<file path="config.mk">
export PLATFORM = sky130hd
export DESIGN_NAME = peak_event_buffer
export DESIGN_NICKNAME = d
export VERILOG_FILES = /design/src/rtl/peak_pkg.sv /design/src/rtl/sync_fifo.sv /design/src/rtl/peak_event_buffer.sv
export SDC_FILE = /design/constraint.sdc
export NUM_CORES = 1
export LEC_CHECK = 0
export ABC_AREA = 1
export CELL_PAD_IN_SITES_DETAIL_PLACEMENT = 1
export CELL_PAD_IN_SITES_GLOBAL_PLACEMENT = 1
export CORE_ASPECT_RATIO = 1.4
export CORE_UTILIZATION = 55
export DETAILED_ROUTE_END_ITERATION = 16
export PLACE_DENSITY = 0.84
export REMOVE_ABC_BUFFERS = 1
export SKIP_LAST_GASP = 1
export SYNTH_ARGS = -nofsm -noshare
export SYNTH_HDL_FRONTEND = slang
export SYNTH_SLANG_ARGS = --single-unit
</file>
<file path="constraint.sdc">
create_clock -name clk -period 8.1 [get_ports clk]
set_input_delay 0.81 -clock clk [delete_from_list [all_inputs] [get_ports clk]]
set_output_delay 0.81 -clock clk [all_outputs]
set_load 0.02 [all_outputs]
</file>
<file path="src/rtl/peak_pkg.sv">
// rtl/peak_pkg.sv - shared widths, event record and tracker states for peak handling
// Purpose: types and constants shared by peak_detection and its consumers.
// Contents:
//   DATA_WIDTH   signed Q8.8 peak value width
//   IDX_WIDTH    sample index width
//   peak_event_t value/index/gap record stored per queued event
//   ref_state_t  refractory tracker state
//   sat_inc8     saturating 8-bit increment used by the event counters
package peak_pkg;

  localparam int DATA_WIDTH = 16;
  localparam int IDX_WIDTH  = 14;

  typedef struct packed {
    logic signed [DATA_WIDTH-1:0] value;
    logic [IDX_WIDTH-1:0]         index;
    logic [IDX_WIDTH-1:0]         gap;
  } peak_event_t;

  typedef enum logic {
    NO_REF   = 1'b0,
    HAVE_REF = 1'b1
  } ref_state_t;

  function automatic logic [7:0] sat_inc8(input logic [7:0] v);
    return (v == 8'hFF) ? v : v + 8'd1;
  endfunction

endpackage

</file>
<file path="src/rtl/sync_fifo.sv">
// rtl/sync_fifo.sv - first-word fall-through synchronous FIFO
// Purpose: circular buffer whose head is read combinationally from storage.
// Ports:
//   clk, rst      clock, asynchronous active-high reset
//   clear         synchronous flush (priority over push/pop)
//   push, din     write request and data; accepted when not full or when popping
//   pop, dout     read request and head data (valid while !empty)
//   full, empty   occupancy flags
//   level         registered entry count
module sync_fifo #(
  parameter int WIDTH = 8,
  parameter int DEPTH = 16,
  localparam int AW = $clog2(DEPTH)
) (
  input  logic             clk,
  input  logic             rst,
  input  logic             clear,
  input  logic             push,
  input  logic [WIDTH-1:0] din,
  input  logic             pop,
  output logic [WIDTH-1:0] dout,
  output logic             full,
  output logic             empty,
  output logic [AW:0]      level
);

  logic [WIDTH-1:0] mem [DEPTH];
  logic [AW-1:0]    wr_ptr;
  logic [AW-1:0]    rd_ptr;
  logic             do_push;
  logic             do_pop;

  assign empty   = (level == '0);
  assign full    = (level == (AW+1)'(DEPTH));
  assign do_pop  = pop && !empty;
  // A full FIFO can still take a write when the head leaves in the same cycle.
  assign do_push = push && (!full || do_pop);
  assign dout    = mem[rd_ptr];

  always_ff @(posedge clk or posedge rst) begin
    if (rst) begin
      wr_ptr <= '0;
      rd_ptr <= '0;
      level  <= '0;
    end else if (clear) begin
      wr_ptr <= '0;
      rd_ptr <= '0;
      level  <= '0;
    end else begin
      if (do_push) wr_ptr <= wr_ptr + AW'(1);
      if (do_pop)  rd_ptr <= rd_ptr + AW'(1);
      case ({do_push, do_pop})
        2'b10:   level <= level + (AW+1)'(1);
        2'b01:   level <= level - (AW+1)'(1);
        default: level <= level;
      endcase
    end
  end

  // Storage needs no reset; entries are only observed below level.
  always_ff @(posedge clk) begin
    if (do_push && !clear) mem[wr_ptr] <= din;
  end

endmodule

</file>
<file path="src/rtl/peak_event_buffer.sv">
// rtl/peak_event_buffer.sv - refractory filter and event queue for detected peaks
// Purpose: captures peak_point pulses, rejects peaks inside the refractory gap,
//   tags accepted peaks with distance to the previous accepted peak and queues them.
// Ports:
//   clk, rst                       clock, asynchronous active-high reset
//   clear                          synchronous flush of queue, counters, tracker
//   min_gap                        refractory distance in samples (0 disables)
//   peak_point, peakx, peaky       peak pulse with value and sample index
//   ev_valid, ev_ready             head handshake
//   ev_value, ev_index, ev_gap     head event fields
//   level                          entries held
//   overflow, drop_count           loss to full queue (sticky / saturating)
//   reject_count                   refractory rejections (saturating)
module peak_event_buffer
  import peak_pkg::*;
#(
  parameter int DEPTH = 16,
  localparam int LW = $clog2(DEPTH) + 1
) (
  input  logic                  clk,
  input  logic                  rst,
  input  logic                  clear,
  input  logic [IDX_WIDTH-1:0]  min_gap,
  input  logic                  peak_point,
  input  logic [DATA_WIDTH-1:0] peakx,
  input  logic [IDX_WIDTH-1:0]  peaky,
  output logic                  ev_valid,
  input  logic                  ev_ready,
  output logic [DATA_WIDTH-1:0] ev_value,
  output logic [IDX_WIDTH-1:0]  ev_index,
  output logic [IDX_WIDTH-1:0]  ev_gap,
  output logic [LW-1:0]         level,
  output logic                  overflow,
  output logic [7:0]            drop_count,
  output logic [7:0]            reject_count
);

  ref_state_t           state;
  logic [IDX_WIDTH-1:0] last_idx;
  logic [IDX_WIDTH-1:0] gap_d;
  logic                 reject;
  logic                 accept;
  logic                 pop;
  logic                 full;
  logic                 empty;
  logic                 dropped;
  peak_event_t          wr_evt;
  peak_event_t          head;

  // Modular subtraction keeps the distance correct across index rollover.
  assign gap_d   = peaky - last_idx;
  assign reject  = peak_point && (state == HAVE_REF) && (gap_d < min_gap);
  assign accept  = peak_point && !reject;
  assign pop     = ev_valid && ev_ready;
  assign dropped = accept && full && !pop;

  assign wr_evt.value = peakx;
  assign wr_evt.index = peaky;
  assign wr_evt.gap   = (state == HAVE_REF) ? gap_d : '0;

  sync_fifo #(
    .WIDTH($bits(peak_event_t)),
    .DEPTH(DEPTH)
  ) u_fifo (
    .clk   (clk),
    .rst   (rst),
    .clear (clear),
    .push  (accept),
    .din   (wr_evt),
    .pop   (ev_ready),
    .dout  (head),
    .full  (full),
    .empty (empty),
    .level (level)
  );

  assign ev_valid = !empty;
  assign ev_value = head.value;
  assign ev_index = head.index;
  assign ev_gap   = head.gap;

  always_ff @(posedge clk or posedge rst) begin
    if (rst) begin
      state        <= NO_REF;
      last_idx     <= '0;
      overflow     <= 1'b0;
      drop_count   <= '0;
      reject_count <= '0;
    end else if (clear) begin
      state        <= NO_REF;
      last_idx     <= '0;
      overflow     <= 1'b0;
      drop_count   <= '0;
      reject_count <= '0;
    end else begin
      // The refractory window advances even when the queue write is lost.
      if (accept) begin
        state    <= HAVE_REF;
        last_idx <= peaky;
      end
      if (reject) reject_count <= sat_inc8(reject_count);
      if (dropped) begin
        overflow   <= 1'b1;
        drop_count <= sat_inc8(drop_count);
      end
    end
  end

endmodule

</file>
==> run metrics <==
crit end category flip-flop; Synth Cell Area 31000 um2; DRT antenna net count 0; sequential cell area fraction in the yosys report 71.7%; Pins Over Slew Limit 0; dpl cells 2997; vias in the first global route 21300; share of cells above drive strength 1 8.17%; die area 57400 um2; Worst Path Arrival 6.58 ns; CTS Buffer Depth 3; cts repair resizes 0; n_diodes 0; M3 GR Usage 4.01%; Leakage 11.6 nW; Tot GR Track Use 30.5%; WL final 87.9 mm; largest net degree at the start of global routing 213; initial antenna violation count 0; postcts setup bufs 0; fin nets 2427; # hold bufs at CTS 0; top cells by area, synth edfxtp_1, nor2_1, mux2i_1; GRT Max-Usage Layer met2; Max Cap Violations 0; clock skew 0.0143 ns; top_reg_cell synth edfxtp_1; Max VDD drop 0.000167 V; Initial Util 55.9%; Cells after Synth 2247; grt met2 use 53.3%; Final Hold Fails 0; Synth Register Bits 749; Num CTS Buffers 69; Vias/cell 6.46; Root Buffer clkbuf_16; met1 Resource Use GR 38.3%; Avg Cell Area, Syn 13.8 um2; Slew @ Worst Pin 1.36 ns; startpoint types primary input; placed cell areas 32800 um2; FP Rows 102; fmax 0.159 GHz; GRT overflow 0; RD Place Congestion 0.903; PD cells 277 nW/um2; status finished clean; DRC viols 0; H-tree depth 3; global-route wire length before repair 131 mm; IO Count 116; Slew HR 8.95%; TritonCTS clock tree built; asr flop ratio synth 6.01%; setup violators final 0; library cells used by synthesis 45; RSZ-0062 raised after global routing no; Hold/Removal Path Class flip-flop to flip-flop; part of the cycle the worst path needs 77.6%; Synth warnings 0; Crit Path Max Fanout 25; Finished Cell Area 34900 um2; min cycle time layout 6.29 ns; Detailed Routing Iterations Pass 1 5; most frequent cells in the layout edfxtp_1, nor2_1, o21ai_0; Area Overhead vs Synth 12.5%; CTS sink cnt 749; area leader, netlist edfxtp_1; iteration-0 DRC count of the detailed router 1910; die width 203 um; Final HPWL DP 51.4 mm; most common cell after layout, fill and taps aside edfxtp_1; wire per inst 28.2 um; Post-synth EDFFs 704; IO Port Bufs 115; worst skew pair latency 0.61 ns; Core ar. 55500 um2; clock slew seen by the registers of the worst setup and hold paths 0.06 ns; fin cells 3115; Synth top area share 68.1%; die height 283 um; kind of critical path primary input to flip-flop; via count 20100; CP required 8.39 ns
registers in the layout, indices dropped and copies added, names as in the netlist:
register and flops:
u_fifo.wr_ptr 4, reject_count 8, u_fifo.level 5, u_fifo.rd_ptr 4
u_fifo.mem 704, last_idx 14, state 1, drop_count 8
overflow 1
synth_stat cells (27+ instances only):
library cell    n
inv_1          76
mux2i_1       116
dfrtp_1        45
o32ai_1        37
nor2_1        350
nand2_1       137
nor3_1         29
clkbuf_1       75
ha_1           36
o211ai_1       37
buf_2          27
o21ai_0       218
edfxtp_1      704
nand3_1        70
o221ai_1      116
power breakdown:
part	internal, W	leakage (nW)	switching (W)
clock	0.00177	1.05	0.00141
sequential	0.00433	6.98	0.000109
combinational	0.000694	3.57	0.00138
total	0.00679	11.6	0.00290
critical path: stages:
cell             delay (ns)
clkdlybuf4s50_1        0.90
inv_1                  0.20
ha_1                   0.29
fa_1                   0.39
inv_1                  0.10
nand3_1                0.08
nand2_1                0.18
a21boi_0               0.18
o21ai_0                0.31
nand3_1                0.17
nand2_1                0.09
nand2_1                0.05
nand2_1                0.09
inv_1                  0.05
ha_1                   0.28
nand3_2                0.09
a21oi_1                0.14
nor2_1                 0.07
nand2_2                0.10
nand2_4                0.11
inv_4                  0.19
nand2_4                0.11
nor2_8                 0.21
nand2_4                0.14
nor2_4                 0.78
buf_4                  0.43
cell families (layout without fill, tap and decap cells):
kind of cell / Yosys count / after routing / share of synthesized area (%)
DFF: 749 / 749 / 71.7
buffers and inverters: 224 / 364 / 3.76
xor gates and xnor gates: 24 / 24 / 0.677
adders and majority gates: 38 / 38 / 1.58
and+or+nand+nor: 621 / 621 / 8.50
muxes: 116 / 116 / 3.74
AOI/OAI and AO/OA: 475 / 475 / 10.0
cell type report:
cell class / instances / area (um2)
Fill cell: 5166 / 20600
Clock buffer: 85 / 1830
Timing Repair Buffer: 164 / 1560
Inverter: 82 / 315
Tap cell: 728 / 911
Multi-Input combinational cell: 1274 / 7730
Clock inverter: 33 / 308
Sequential cell: 749 / 22300
stage by stage:
stage	setup slack [ns]	total power, W	hold WS, ns	setup TNS (ns)	util [%]
2_1_floorplan	-3.88	0.00587	0.482	-172.44	-
3_3_place_gp	1.63	0.00644	0.488	0	59.1
3_5_place_dp	1.33	0.00655	0.483	0	59.1
4_1_cts	1.94	0.00971	0.508	0	62.9
5_1_grt	1.47	0.00996	0.538	0	62.9
6_report	1.81	0.00969	0.506	0	62.9
metal layers:
layer / part of all wire (%) / vias to the layer above
met5: 0 / -
met4: 3.4 / 0
met3: 6.9 / 197
met2: 52 / 990
met1: 38 / 10300
li1: - / 8633
worst paths after layout:
kind / start / end / slack (ns) / cells after the start
max: peaky[0] / u_fifo.mem[14][30] / 1.81 / 26
min: overflow / overflow / 0.51 / 1
max reg2reg: last_idx[0] / u_fifo.mem[14][30] / 2.77 / 24
min reg2reg: overflow / overflow / 0.51 / 1
max in group asynchronous: rst / u_fifo.rd_ptr[1] / 6.56 / 2
min in group asynchronous: rst / u_fifo.level[2] / 0.76 / 2
Power figures use the tool's default switching activity.
